## src/rtl/vending_pkg.sv

```systemverilog
// Shared vending definitions: coin denominations, their values and the
// change-dispenser state encoding.
package vending_pkg;

  localparam int NUM_DENOM = 6;

  localparam logic [2:0] DENOM_500 = 3'd0;
  localparam logic [2:0] DENOM_100 = 3'd1;
  localparam logic [2:0] DENOM_25  = 3'd2;
  localparam logic [2:0] DENOM_10  = 3'd3;
  localparam logic [2:0] DENOM_5   = 3'd4;
  localparam logic [2:0] DENOM_1   = 3'd5;

  // Ordered highest value first so a lower index always means a bigger coin
  localparam logic [15:0] COIN_VALUE [NUM_DENOM] = '{
    16'd500, 16'd100, 16'd25, 16'd10, 16'd5, 16'd1
  };

  typedef enum logic [1:0] {
    ST_IDLE   = 2'd0,
    ST_SELECT = 2'd1,
    ST_EJECT  = 2'd2,
    ST_DONE   = 2'd3
  } disp_state_t;

  function automatic logic [15:0] coin_value(input logic [2:0] idx);
    if (idx < 3'(NUM_DENOM)) return COIN_VALUE[idx];
    return 16'd0;
  endfunction

endpackage

```

## src/rtl/change_dispenser_if.sv

```systemverilog
// Request, coin-hopper, refill and status signals of the change dispenser.
// master = upstream controller/hopper side, slave = the dispenser.
interface change_dispenser_if #(
  parameter int INV_W = 8
);
  import vending_pkg::*;

  logic                 I_REQ_VALID;
  logic [15:0]          I_AMOUNT;
  logic                 O_REQ_READY;
  logic                 O_COIN_VALID;
  logic [2:0]           O_COIN_SEL;
  logic                 I_COIN_ACK;
  logic                 I_REFILL_VALID;
  logic [2:0]           I_REFILL_SEL;
  logic [INV_W-1:0]     I_REFILL_CNT;
  logic                 O_DONE;
  logic                 O_SHORT;
  logic [15:0]          O_PAID;
  logic [15:0]          O_REMAIN;
  logic [NUM_DENOM-1:0] O_INV_EMPTY;

  modport master (
    output I_REQ_VALID, I_AMOUNT, I_COIN_ACK,
    output I_REFILL_VALID, I_REFILL_SEL, I_REFILL_CNT,
    input  O_REQ_READY, O_COIN_VALID, O_COIN_SEL,
    input  O_DONE, O_SHORT, O_PAID, O_REMAIN, O_INV_EMPTY
  );

  modport slave (
    input  I_REQ_VALID, I_AMOUNT, I_COIN_ACK,
    input  I_REFILL_VALID, I_REFILL_SEL, I_REFILL_CNT,
    output O_REQ_READY, O_COIN_VALID, O_COIN_SEL,
    output O_DONE, O_SHORT, O_PAID, O_REMAIN, O_INV_EMPTY
  );

endinterface

```

## src/rtl/change_dispenser_coin_picker.sv

```systemverilog
// Greedy coin choice: largest-value denomination that still fits the
// remainder and has at least one coin in stock.
module coin_picker
  import vending_pkg::*;
(
  input  logic [15:0]          i_remain,
  input  logic [NUM_DENOM-1:0] i_avail,
  output logic                 o_found,
  output logic [2:0]           o_idx
);

  // Scan from the smallest coin upward so the lowest matching index wins
  always_comb begin
    o_found = 1'b0;
    o_idx   = 3'd0;
    for (int d = NUM_DENOM - 1; d >= 0; d--) begin
      if (i_avail[d] && (COIN_VALUE[d] <= i_remain)) begin
        o_found = 1'b1;
        o_idx   = 3'(d);
      end
    end
  end

endmodule

```

## src/rtl/change_dispenser.sv

```systemverilog
// Pays a change amount one coin per hopper handshake, greedily from the
// largest stocked denomination, with per-denomination inventory tracking.
module change_dispenser
  import vending_pkg::*;
#(
  parameter int INV_W    = 8,
  parameter int INV_INIT = 20
) (
  input  logic               I_CLK,
  input  logic               I_RESET,
  change_dispenser_if.slave  bus
);

  disp_state_t          r_state;
  disp_state_t          w_next;
  logic [15:0]          r_remain;
  logic [15:0]          r_paid;
  logic [2:0]           r_sel;
  logic [INV_W-1:0]     r_inv [NUM_DENOM];
  logic [NUM_DENOM-1:0] r_inv_empty;

  logic [NUM_DENOM-1:0] w_avail;
  logic                 w_found;
  logic [2:0]           w_pick;
  logic [15:0]          w_coin_val;
  logic [15:0]          w_remain_dec;
  logic                 w_ack;
  logic                 w_accept;
  logic                 w_refill;

  function automatic logic [INV_W-1:0] sat_add(input logic [INV_W-1:0] a,
                                               input logic [INV_W-1:0] b);
    logic [INV_W:0] s;
    s = {1'b0, a} + {1'b0, b};
    return s[INV_W] ? {INV_W{1'b1}} : s[INV_W-1:0];
  endfunction

  always_comb begin
    w_avail = '0;
    for (int d = 0; d < NUM_DENOM; d++) w_avail[d] = (r_inv[d] != '0);
  end

  coin_picker u_picker (
    .i_remain (r_remain),
    .i_avail  (w_avail),
    .o_found  (w_found),
    .o_idx    (w_pick)
  );

  assign w_coin_val   = coin_value(r_sel);
  assign w_remain_dec = r_remain - w_coin_val;
  assign w_ack        = (r_state == ST_EJECT) && bus.I_COIN_ACK;
  assign w_accept     = (r_state == ST_IDLE) && bus.I_REQ_VALID;
  // A refill competing with a request is dropped, as is any out-of-range index
  assign w_refill     = (r_state == ST_IDLE) && !bus.I_REQ_VALID &&
                        bus.I_REFILL_VALID && (bus.I_REFILL_SEL < 3'(NUM_DENOM));

  always_ff @(posedge I_CLK) begin
    if (I_RESET) r_state <= ST_IDLE;
    else         r_state <= w_next;
  end

  always_comb begin
    w_next = r_state;
    case (r_state)
      ST_IDLE:   if (bus.I_REQ_VALID) w_next = (bus.I_AMOUNT == 16'd0) ? ST_DONE : ST_SELECT;
      ST_SELECT: w_next = w_found ? ST_EJECT : ST_DONE;
      ST_EJECT:  if (bus.I_COIN_ACK) w_next = (w_remain_dec == 16'd0) ? ST_DONE : ST_SELECT;
      ST_DONE:   w_next = ST_IDLE;
      default:   w_next = ST_IDLE;
    endcase
  end

  always_comb begin
    bus.O_REQ_READY  = (r_state == ST_IDLE);
    bus.O_COIN_VALID = (r_state == ST_EJECT);
    bus.O_COIN_SEL   = r_sel;
    bus.O_DONE       = (r_state == ST_DONE);
    bus.O_SHORT      = (r_state == ST_DONE) && (r_remain != 16'd0);
    bus.O_PAID       = r_paid;
    bus.O_REMAIN     = r_remain;
    bus.O_INV_EMPTY  = r_inv_empty;
  end

  // Payment bookkeeping: paid + remain always equals the accepted amount
  always_ff @(posedge I_CLK) begin
    if (I_RESET) begin
      r_remain <= 16'd0;
      r_paid   <= 16'd0;
      r_sel    <= 3'd0;
    end else begin
      if (w_accept) begin
        r_remain <= bus.I_AMOUNT;
        r_paid   <= 16'd0;
      end
      if ((r_state == ST_SELECT) && w_found) r_sel <= w_pick;
      if (w_ack) begin
        r_remain <= w_remain_dec;
        r_paid   <= r_paid + w_coin_val;
      end
    end
  end

  // SELECT only picks stocked coins, so the decrement never wraps
  always_ff @(posedge I_CLK) begin
    if (I_RESET) begin
      for (int d = 0; d < NUM_DENOM; d++) r_inv[d] <= INV_W'(INV_INIT);
      r_inv_empty <= {NUM_DENOM{INV_INIT == 0}};
    end else begin
      for (int d = 0; d < NUM_DENOM; d++) begin
        if (w_ack && (r_sel == 3'(d)))
          r_inv[d] <= r_inv[d] - 1'b1;
        else if (w_refill && (bus.I_REFILL_SEL == 3'(d)))
          r_inv[d] <= sat_add(r_inv[d], bus.I_REFILL_CNT);
        r_inv_empty[d] <= (r_inv[d] == '0);
      end
    end
  end

endmodule

```

## src/flat_wrapper.sv

```systemverilog
// flat-port wrapper written by rule: the top's interface ports become plain ports
module change_dispenser_flat import vending_pkg::*;
#(
  parameter int INV_W    = 8,
  parameter int INV_INIT = 20
)
  (I_CLK, I_RESET, bus_I_REQ_VALID, bus_I_AMOUNT, bus_I_COIN_ACK, bus_I_REFILL_VALID, bus_I_REFILL_SEL, bus_I_REFILL_CNT, bus_O_REQ_READY, bus_O_COIN_VALID, bus_O_COIN_SEL, bus_O_DONE, bus_O_SHORT, bus_O_PAID, bus_O_REMAIN, bus_O_INV_EMPTY);
  change_dispenser_if #(.INV_W(INV_W)) bus_i ();
  input  logic I_CLK;
  input  logic I_RESET;
  input wire logic [$bits(bus_i.I_REQ_VALID)-1:0] bus_I_REQ_VALID;
  input wire logic [$bits(bus_i.I_AMOUNT)-1:0] bus_I_AMOUNT;
  input wire logic [$bits(bus_i.I_COIN_ACK)-1:0] bus_I_COIN_ACK;
  input wire logic [$bits(bus_i.I_REFILL_VALID)-1:0] bus_I_REFILL_VALID;
  input wire logic [$bits(bus_i.I_REFILL_SEL)-1:0] bus_I_REFILL_SEL;
  input wire logic [$bits(bus_i.I_REFILL_CNT)-1:0] bus_I_REFILL_CNT;
  output wire logic [$bits(bus_i.O_REQ_READY)-1:0] bus_O_REQ_READY;
  output wire logic [$bits(bus_i.O_COIN_VALID)-1:0] bus_O_COIN_VALID;
  output wire logic [$bits(bus_i.O_COIN_SEL)-1:0] bus_O_COIN_SEL;
  output wire logic [$bits(bus_i.O_DONE)-1:0] bus_O_DONE;
  output wire logic [$bits(bus_i.O_SHORT)-1:0] bus_O_SHORT;
  output wire logic [$bits(bus_i.O_PAID)-1:0] bus_O_PAID;
  output wire logic [$bits(bus_i.O_REMAIN)-1:0] bus_O_REMAIN;
  output wire logic [$bits(bus_i.O_INV_EMPTY)-1:0] bus_O_INV_EMPTY;
  assign bus_i.I_REQ_VALID = bus_I_REQ_VALID;
  assign bus_i.I_AMOUNT = bus_I_AMOUNT;
  assign bus_i.I_COIN_ACK = bus_I_COIN_ACK;
  assign bus_i.I_REFILL_VALID = bus_I_REFILL_VALID;
  assign bus_i.I_REFILL_SEL = bus_I_REFILL_SEL;
  assign bus_i.I_REFILL_CNT = bus_I_REFILL_CNT;
  assign bus_O_REQ_READY = bus_i.O_REQ_READY;
  assign bus_O_COIN_VALID = bus_i.O_COIN_VALID;
  assign bus_O_COIN_SEL = bus_i.O_COIN_SEL;
  assign bus_O_DONE = bus_i.O_DONE;
  assign bus_O_SHORT = bus_i.O_SHORT;
  assign bus_O_PAID = bus_i.O_PAID;
  assign bus_O_REMAIN = bus_i.O_REMAIN;
  assign bus_O_INV_EMPTY = bus_i.O_INV_EMPTY;
  change_dispenser #(.INV_W(INV_W), .INV_INIT(INV_INIT)) u_core (.I_CLK(I_CLK), .I_RESET(I_RESET), .bus(bus_i));
endmodule
```

## config.mk

```make
export PLATFORM = sky130hd
export DESIGN_NAME = change_dispenser_flat
export DESIGN_NICKNAME = d
export VERILOG_FILES = /design/src/rtl/vending_pkg.sv /design/src/rtl/change_dispenser_if.sv /design/src/rtl/change_dispenser_coin_picker.sv /design/src/rtl/change_dispenser.sv /design/src/flat_wrapper.sv
export SDC_FILE = /design/constraint.sdc
export NUM_CORES = 1
export LEC_CHECK = 0
export CAP_MARGIN = 30
export CELL_PAD_IN_SITES_DETAIL_PLACEMENT = 1
export CELL_PAD_IN_SITES_GLOBAL_PLACEMENT = 1
export CORE_UTILIZATION = 30
export DETAILED_ROUTE_END_ITERATION = 6
export PLACE_DENSITY = 0.66
export SLEW_MARGIN = 20
export SYNTH_ARGS = -nofsm -noshare
export SYNTH_HDL_FRONTEND = slang
export SYNTH_SLANG_ARGS = --single-unit
```

## constraint.sdc

```tcl
create_clock -name I_CLK -period 5.4 [get_ports I_CLK]
set_clock_uncertainty 0.1 [all_clocks]
set_input_delay 1.35 -clock I_CLK [delete_from_list [all_inputs] [get_ports I_CLK]]
set_output_delay 1.35 -clock I_CLK [all_outputs]
set_load 0.005 [all_outputs]
```

== After elaboration in Yosys (flattened, before gate mapping) ==
Memory sizes are Yosys's and may differ from the RTL's.
Index checks and enable logic that the tools add are counted.
W data, S select, Z words.

* Register bits after elaboration: 43
* Memory bits (writable): 48
* Bits in read-only memories: 128
* Input port bits: 32
* Output and inout bits: 45
* Logic and storage cells: 193
* Memories kept: 2

{| class="wikitable"
|+ Memory list
! memory !! words !! width !! read ports !! clocked after Yosys merged registers in !! wr ports !! RTL line !! RTL
|-
| (name not given) || 8 || 16 || 1 || 0 || 0 || vending_pkg.sv:27 || <nowiki>if (idx < 3'(NUM_DENOM)) return COIN_VALUE[idx];</nowiki>
|-
| u_core.r_inv || 6 || 8 || 6 || 0 || 6 || change_dispenser.sv:19 || <nowiki>logic [INV_W-1:0] r_inv [NUM_DENOM];</nowiki>
|}

* Add/sub/neg operators: 14
* $lt $le $gt $ge: 9
* Eq/ne operators: 15
* Mux-type cells: 89
* Bitwise gates (word level): 13
* Reduce and logical (&&, ||, !) cells: 46

{| class="wikitable"
|+ Operator list
! cell !! count
|-
| $mux W8 || 18
|-
| $mux W16 || 8
|-
| $add A8 B8 Y9 || 6
|-
| $mux W1 || 52
|-
| $logic_not A8 Y1 || 6
|-
| $reduce_bool A8 Y1 || 6
|-
| $sub A8 B1 Y8 const B || 6
|-
| $logic_not A16 Y1 || 2
|-
| $logic_and A1 B1 Y1 || 25
|-
| $mux W3 || 6
|-
| $add A16 B16 Y16 || 1
|-
| $le A1 B16 Y1 const A || 1
|-
| $le A3 B16 Y1 const A || 1
|-
| $le A4 B16 Y1 const A || 1
|-
| $le A5 B16 Y1 const A || 1
|-
| $le A7 B16 Y1 const A || 1
|-
| $le A9 B16 Y1 const A || 1
|-
| $reduce_bool A16 Y1 || 1
|-
| $sub A16 B16 Y16 || 1
|-
| $eq A3 B2 Y1 const B || 4
|-
| $eq A3 B3 Y1 const B || 4
|-
| $or A1 B1 Y1 || 12
|-
| $mux W2 || 4
|-
| $pmux W2 S4 || 1
|-
| 12 further kinds || 17
|}

== Logic depth before layout (Yosys ltp) ==
Gate-level depths: netlist of run 1.

* Word-level depth: 11
* Mapped depth: 13

== Cells and area by module ==
Synthesis of run 1 repeated with hierarchy kept, for this count alone.

* Cell total of the unflattened synthesis: 887
* Area, all modules: 7659.8 um^2

{| class="wikitable"
|+ Modules (own cells, without submodules)
! module !! instances !! cells an instance !! area each (um^2) !! sequential area each (um^2)
|-
| change_dispenser || 1 || 855 || 7427.1 || 2302.2
|-
| coin_picker || 1 || 32 || 232.7 || 0.0
|}

== Worst setup path before layout of run 1 ==
No wires, ideal clock.

* Kind: input -> register
* Start: input port bus_I_REQ_VALID
* End: memory u_core.r_inv[0][0] (enable)
* Data arrival time: 2.934 ns
* Data required time: 4.972 ns
* Setup slack: 2.037 ns
* Cell stages on the path: 4
* Path buffers: 0
* Cell sequence: or4b_4 > or3_4 > nor3_1 > or3_1

{| class="wikitable"
|+ RTL lines
! element !! RTL line !! RTL
|-
| start: declaration || flat_wrapper.sv:11 || <nowiki>input wire logic [$bits(bus_i.I_REQ_VALID)-1:0] bus_I_REQ_VALID;</nowiki>
|-
| end: declaration || change_dispenser.sv:19 ||
|}

==> impl_metrics.toml, run 1 <==
[power_and_ir_drop]
clockPowerShare_pct = 33.2
p_int_mw = 1.33
pwr-share-comb_pct = 26.7
seq_power_share_pct = 40.1
peakVddDrop_uv = 171
power_leakage_nw = 3.62
switchingPower_uw = 662
power_density_nw_per_um2 = 216
switching_share_pct = 33.2

[cts]
root_buffer = "clkbuf_16"
ctsLongestPathBuffers = 2
htreeDepth = 3
hold_buffers = 0
cts.sinks = 91
cts_buffers = 9
worstSkewPairLatency_ns = 0.36
clk_pin_slew_worst_paths_ns = 0.07
post_cts_buffers = 0
cts_tree = "yes"
cts_resized = 0

[worst_hold_path]
hp-class = "reg2reg"
holdCritStartpoint = "u_core.bus.O_PAID[7]"

[drt]
postRouteAntennaNets = 0
drt_iter0_markers = 420
routed_wl_mm = 25.0
first_pass_iters = 7
vias = 7150
vias_per_cell = 5.41
drc_errors = 3
route.detailed.wl_per_inst_um = 18.9

[sta]
period_minus_slack_ns = 4.14
fmax_mhz = 242
hold_viol_final = 0
fin_setup_tns_ns = 0
setup_slack_ns = 1.26
worstMarginPinSlew_ns = 0.879
rsz0062_at_grt = "false"
slew_violations = 0
layout_worst_path_cycle_share_pct = 76.6
slew_headroom_pct = 40.7
setup_violations = 0

[die]
num_rows = 58
dieHeight_um = 163
top_level_ports = 77
die_x_um = 163
core-area_um2 = 25300
initial_core_util_pct = 30.7
dieArea_um2 = 26600

[global_routing]
antenna_found_initial = 0
grt_pass1_wl_mm = 39.8
gr-usage-met3_pct = 2.84
gr-usage-met2_pct = 33.3
top_usage_layer = "met2"
overflow = 0
track_usage_pct = 19.4
grtUsageMet1_pct = 24.9
grt_pass1_vias = 7409
grt_max_degree = 47

[synth]
yosys_warnings = 0
synth_edf_count = 48
synth_area_um2 = 7780
seq_area_frac_synth_pct = 29.6
async_flop_share_pct = 0
ys_ff_latch = 91
synth.avg_cell_area_um2 = 8.52
synth_fp_nets = 1031
syn_inst = 913
ys_types = 74
synthFlopType = "edfxtp_1"

[worst_setup_path]
startpoint_type = "input port"
rr_startpoint = "u_core.bus.O_COIN_SEL[2]"
cp_num_buf_inv = 2
crit_chain = "clkdlybuf4s50_1 > inv_1 > fa_1 > nor2b_1 > o21ai_0 > a21oi_1 > o21ai_0 > nand2b_1 > a31oi_1 > a21oi_1"
end_kind = "flip-flop"
max_stage_delay_ns = 0.61
crit_fanout = 7
crit_family = "compound AO/OA/AOI/OAI gates"
cp.arrival_ns = 4.12
startpoint = "bus_I_REFILL_CNT[1]"
path_class = "in2reg"
critPathRequiredTime_ns = 5.39
crit_path_top_delay_cell = "clkdlybuf4s50_1"

[final_layout]
fin_nets = 1105
drive_above_1_share_pct = 4.44
syn_to_final_growth_pct = 18.5
nFillCells = 2976
diodes = 0
final_cell_area_um2 = 9220
stdcell_count = 1322

[placement]
gp_congestion = 0.833
dp.cells = 1306
dp_hpwl_mm = 19.2
post-place-ws_ns = 0.896
io_buffer_count = 76
post_dp_cell_area_um2 = 8930

[status]
violations = "design-rule violations"
outcome = "complete, but fails checks"

[flow_run]
cap_viol_max_count = 0
[final timing paths]
kind	slack, ns	to	depth (start not counted)
setup reg to reg	1.76	u_core.r_state[1]	12
hold / removal	0.40	u_core.bus.O_PAID[7]	2
hold reg to reg	0.40	u_core.bus.O_PAID[7]	2
setup / recovery	1.26	u_core.r_inv[0][29]	10
[logic make-up after synthesis]
logic type	after synthesis	synth area share (%)
AOI/OAI and AO/OA	267	22.2
xor gates and xnor gates	71	7.99
adders and majority gates	87	14.7
buffers and inverters	85	4.15
DFF	91	29.6
muxes	8	1.06
and+or+nand+nor	304	20.3
[cell type report]
type	instances	area (um2)	area share, %
clock buffer	12	268	2.90
clock inverter	4	28.8	0.312
inverter	64	240	2.60
multi-input combinational	737	5160	55.9
sequential	91	2300	25.0
tap	330	413	4.48
timing repair buffer	84	816	8.84
[power groups by stage]
stage / Combinational [mW] / Sequential, mW / Clock [mW]
after global placement: 0.524 / 0.815 / 0
after CTS: 0.534 / 0.800 / 0.685
after detailed placement: 0.528 / 0.816 / 0
after global routing: 0.588 / 0.806 / 0.701
after floorplan: 0.354 / 0.797 / 0
final: 0.532 / 0.801 / 0.664
[cell usage in the layout, fill, tap and decap left out, drive strengths merged, types with 7 or more instances in the layout]
| cell type | n |
|---|---|
| a21o | 17 |
| nand3 | 20 |
| o21a | 9 |
| fa | 8 |
| clkbuf | 12 |
| nand4 | 9 |
| dfxtp | 43 |
| xnor2 | 34 |
| ha | 78 |
| a31oi | 11 |
| o21ai | 53 |
| nor4b | 7 |
| clkdlybuf4s50 | 75 |
| nor2 | 80 |
| edfxtp | 48 |
| nor3 | 20 |
| buf | 9 |
| xor2 | 37 |
| and2 | 8 |
| inv | 66 |
| nor4 | 20 |
| or3 | 19 |
| o211ai | 8 |
| a21oi | 96 |
| nand2b | 14 |
| nand2 | 64 |
| a22oi | 22 |
| nor2b | 14 |
[Yosys cell counts, types with 8 or more instances]
cell type,instances,area share (%)
nand2b_1,14,1.1
nor4_1,20,1.6
inv_1,63,3.0
xor2_1,37,4.2
nand4_1,9,0.72
nor2b_1,14,1.1
xnor2_1,34,3.8
or3_1,18,1.4
ha_1,78,13
a21oi_1,95,6.1
a21o_1,17,1.6
edfxtp_1,48,19
nand2_1,64,3.1
fa_1,8,2.1
nand3_1,20,1.3
dfxtp_1,43,11
o211ai_1,8,0.77
and2_1,8,0.64
o21ai_0,50,3.2
clkbuf_1,19,0.92
a22oi_1,22,2.1
nor3_1,20,1.3
o21a_1,9,0.87
nor2_1,79,3.8
[stage by stage]
stage	util (%)	power (mW)	hold WS, ns
after floorplan	-	1.15	0.368
after global placement	35.2	1.34	0.379
after detailed placement	35.2	1.34	0.393
after CTS	36.4	2.02	0.404
after global routing	36.4	2.10	0.423
final	36.4	2.00	0.397
[tightest hold or removal path, stage by stage, from the launching register on]
cell and delay [ns]:
dfxtp_1 0.33, nand2_1 0.06, o21ai_0 0.06
[sequential cells by signal, summed over array words and instances, names as in the netlist]
| name | cells |
|---|---|
| u_core.bus.O_COIN_SEL | 3 |
| u_core.bus.O_INV_EMPTY | 6 |
| u_core.bus.O_PAID | 16 |
| u_core.bus.O_REMAIN | 16 |
| u_core.r_inv | 48 |
| u_core.r_state | 2 |
[metal layers]
metal,vias to the layer above,wire length (um)
met5,-,0
met4,0,575
met3,28,743
met2,117,11900
met1,3489,11800
li1,3516,-
(Power assumes the default switching activity.)
==> inputs of run 2 (changes only) <==
Clock period 5.4 ns to 4.1 ns, I/O delays scaled along.
==> run 2 against run 1 <==
  * The run now ends clean
  * Hold slack gained 0.00061 ns
  * Combinational power grew 33%
  * Cell count is 1.1% higher
==> impl_metrics.toml, run 2 (synthesis gave the netlist of run 1 again) <==
[power_and_ir_drop]
power_density_nw_per_um2 = 288
peakVddDrop_uv = 145
finalPower_mw = 2.69
power_leakage_nw = 3.71

[status]
outcome = "completed"

[global_routing]
grt_pass1_vias = 7326
grt_pass1_wl_mm = 39.7
overflow = 0
grt_max_degree = 43
track_usage_pct = 19.3
antenna_found_initial = 0

[final_layout]
layout_common_cells = "95 x a21oi_1, 79 x nor2_1, 78 x ha_1, 75 x clkdlybuf4s50_1, 64 x nand2_1"
multi_input_area_um2 = 5160
ff_latch_area_um2 = 2300
drive_above_1_share_pct = 5.96
nFillCells = 3015
fin_nets = 1120
final_common_cell = "a21oi_1"
largest_register_ffs = 48
syn_to_final_growth_pct = 20.3
diodes = 0
top_register = "u_core.r_inv"

[placement]
io_buffer_count = 76
gp_congestion = 0.845
dp_hpwl_mm = 19.7

[worst_setup_path]
reg2reg_to = "u_core.r_state[1]"
end_kind = "primary output"
cp.arrival_ns = 2.57
crit_fanout = 8
path_class = "reg2out"
startpoint_type = "flip-flop"
critPathRequiredTime_ns = 2.97
r2r_slack_ns = 0.57
rr_startpoint = "u_core.bus.O_COIN_SEL[2]"
reg2reg_depth = 12

[cts]
ctsLongestPathBuffers = 2
clk_pin_slew_worst_paths_ns = 0.07
cts.sinks = 91
hold_buffers = 0
root_buffer = "clkbuf_16"
worstSkewPairLatency_ns = 0.36
cts_tree = "yes"
htreeDepth = 3
post_cts_buffers = 0
cts_resized = 0
cts_buffers = 9

[sta]
fin_setup_tns_ns = 0
setup_violations = 0
period_minus_slack_ns = 3.69
fmax_mhz = 271
rsz0062_at_grt = "false"
layout_worst_path_cycle_share_pct = 90.1
slew_headroom_pct = 56.2
slew_violations = 0
hold_viol_final = 0
worstMarginPinSlew_ns = 0.651

[worst_hold_path]
hold_end = "u_core.bus.O_PAID[7]"
holdCritStartpoint = "u_core.bus.O_PAID[7]"
min_path_cells = 2
hp-class = "reg2reg"

[drt]
vias = 7194
postRouteAntennaNets = 0
vias_per_cell = 5.38
route.detailed.wl_per_inst_um = 18.9
drt_iter0_markers = 426
first_pass_iters = 5
drc_errors = 0
routed_wl_mm = 25.3

[die]
core-area_um2 = 25300
dieHeight_um = 163
initial_core_util_pct = 30.7
num_rows = 58
dieArea_um2 = 26600
top_level_ports = 77
die_x_um = 163

[flow_run]
cap_viol_max_count = 0
## run 2: layout make-up
cell class / count / share of cell area [%]
multi-input combinational: 737 / 55.1
sequential: 91 / 24.6
timing repair buffer: 99 / 9.92
tap: 330 / 4.41
clock buffer: 10 / 2.67
inverter: 64 / 2.57
clock inverter: 6 / 0.722
## run 2: metrics by stage
| stage | cells | setup slack [ns] | cell area, um2 | hold slack, ns | utilization (%) |
|---|---|---|---|---|---|
| 2_1_floorplan | 913 | 1.06 | 7780 | 0.368 | - |
| 3_3_place_gp | 1321 | 0.199 | 9040 | 0.379 | 35.7 |
| 3_5_place_dp | 1321 | 0.117 | 9040 | 0.392 | 35.7 |
| 4_1_cts | 1337 | 0.387 | 9360 | 0.402 | 36.9 |
| 5_1_grt | 1337 | 0.227 | 9360 | 0.420 | 36.9 |
| 6_report | 1337 | 0.406 | 9360 | 0.397 | 36.9 |
## run 2: how the worst max path moves through the flow
stage / slack (ns) / startpoint / endpoint / cells past startpoint
final: 0.41 / u_core.bus.O_REMAIN[11] / bus_O_SHORT / 4
after CTS: 0.39 / u_core.bus.O_REMAIN[11] / bus_O_SHORT / 4
after global routing: 0.23 / bus_I_REFILL_CNT[0] / u_core.r_inv[0][40] / 11
after floorplan: 1.06 / bus_I_REQ_VALID / u_core.r_inv[0][0] / 4
after detailed placement: 0.12 / bus_I_REFILL_CNT[0] / u_core.r_inv[0][45] / 11
after global placement: 0.20 / bus_I_REFILL_CNT[0] / u_core.r_inv[0][45] / 11
## run 2: report_power, final
| part | internal [mW] | total (mW) | leakage, nW | switching, mW |
|---|---|---|---|---|
| Combinational | 0.303 | 0.709 | 2.75 | 0.406 |
| Clock | 0.516 | 0.930 | 0.159 | 0.414 |
| Sequential | 0.993 | 1.05 | 0.805 | 0.0593 |
## run 2: routing by layer
layer | vias to the layer above | GRT usage [%] | part of all wire [%]
li1 | 3537 | - | -
met1 | 3477 | 25.8 | 48
met2 | 145 | 31.6 | 46
met3 | 35 | 2.36 | 3.5
met4 | 0 | 7.52 | 2.9
met5 | - | 0 | 0
## run 2: worst max-delay path, stage by stage, from the launching register on
cell             delay [ns]
dfxtp_1                0.41
nor4_1                 0.59
nand4_1                0.34
o31a_1                 0.41
clkdlybuf4s50_1        0.46
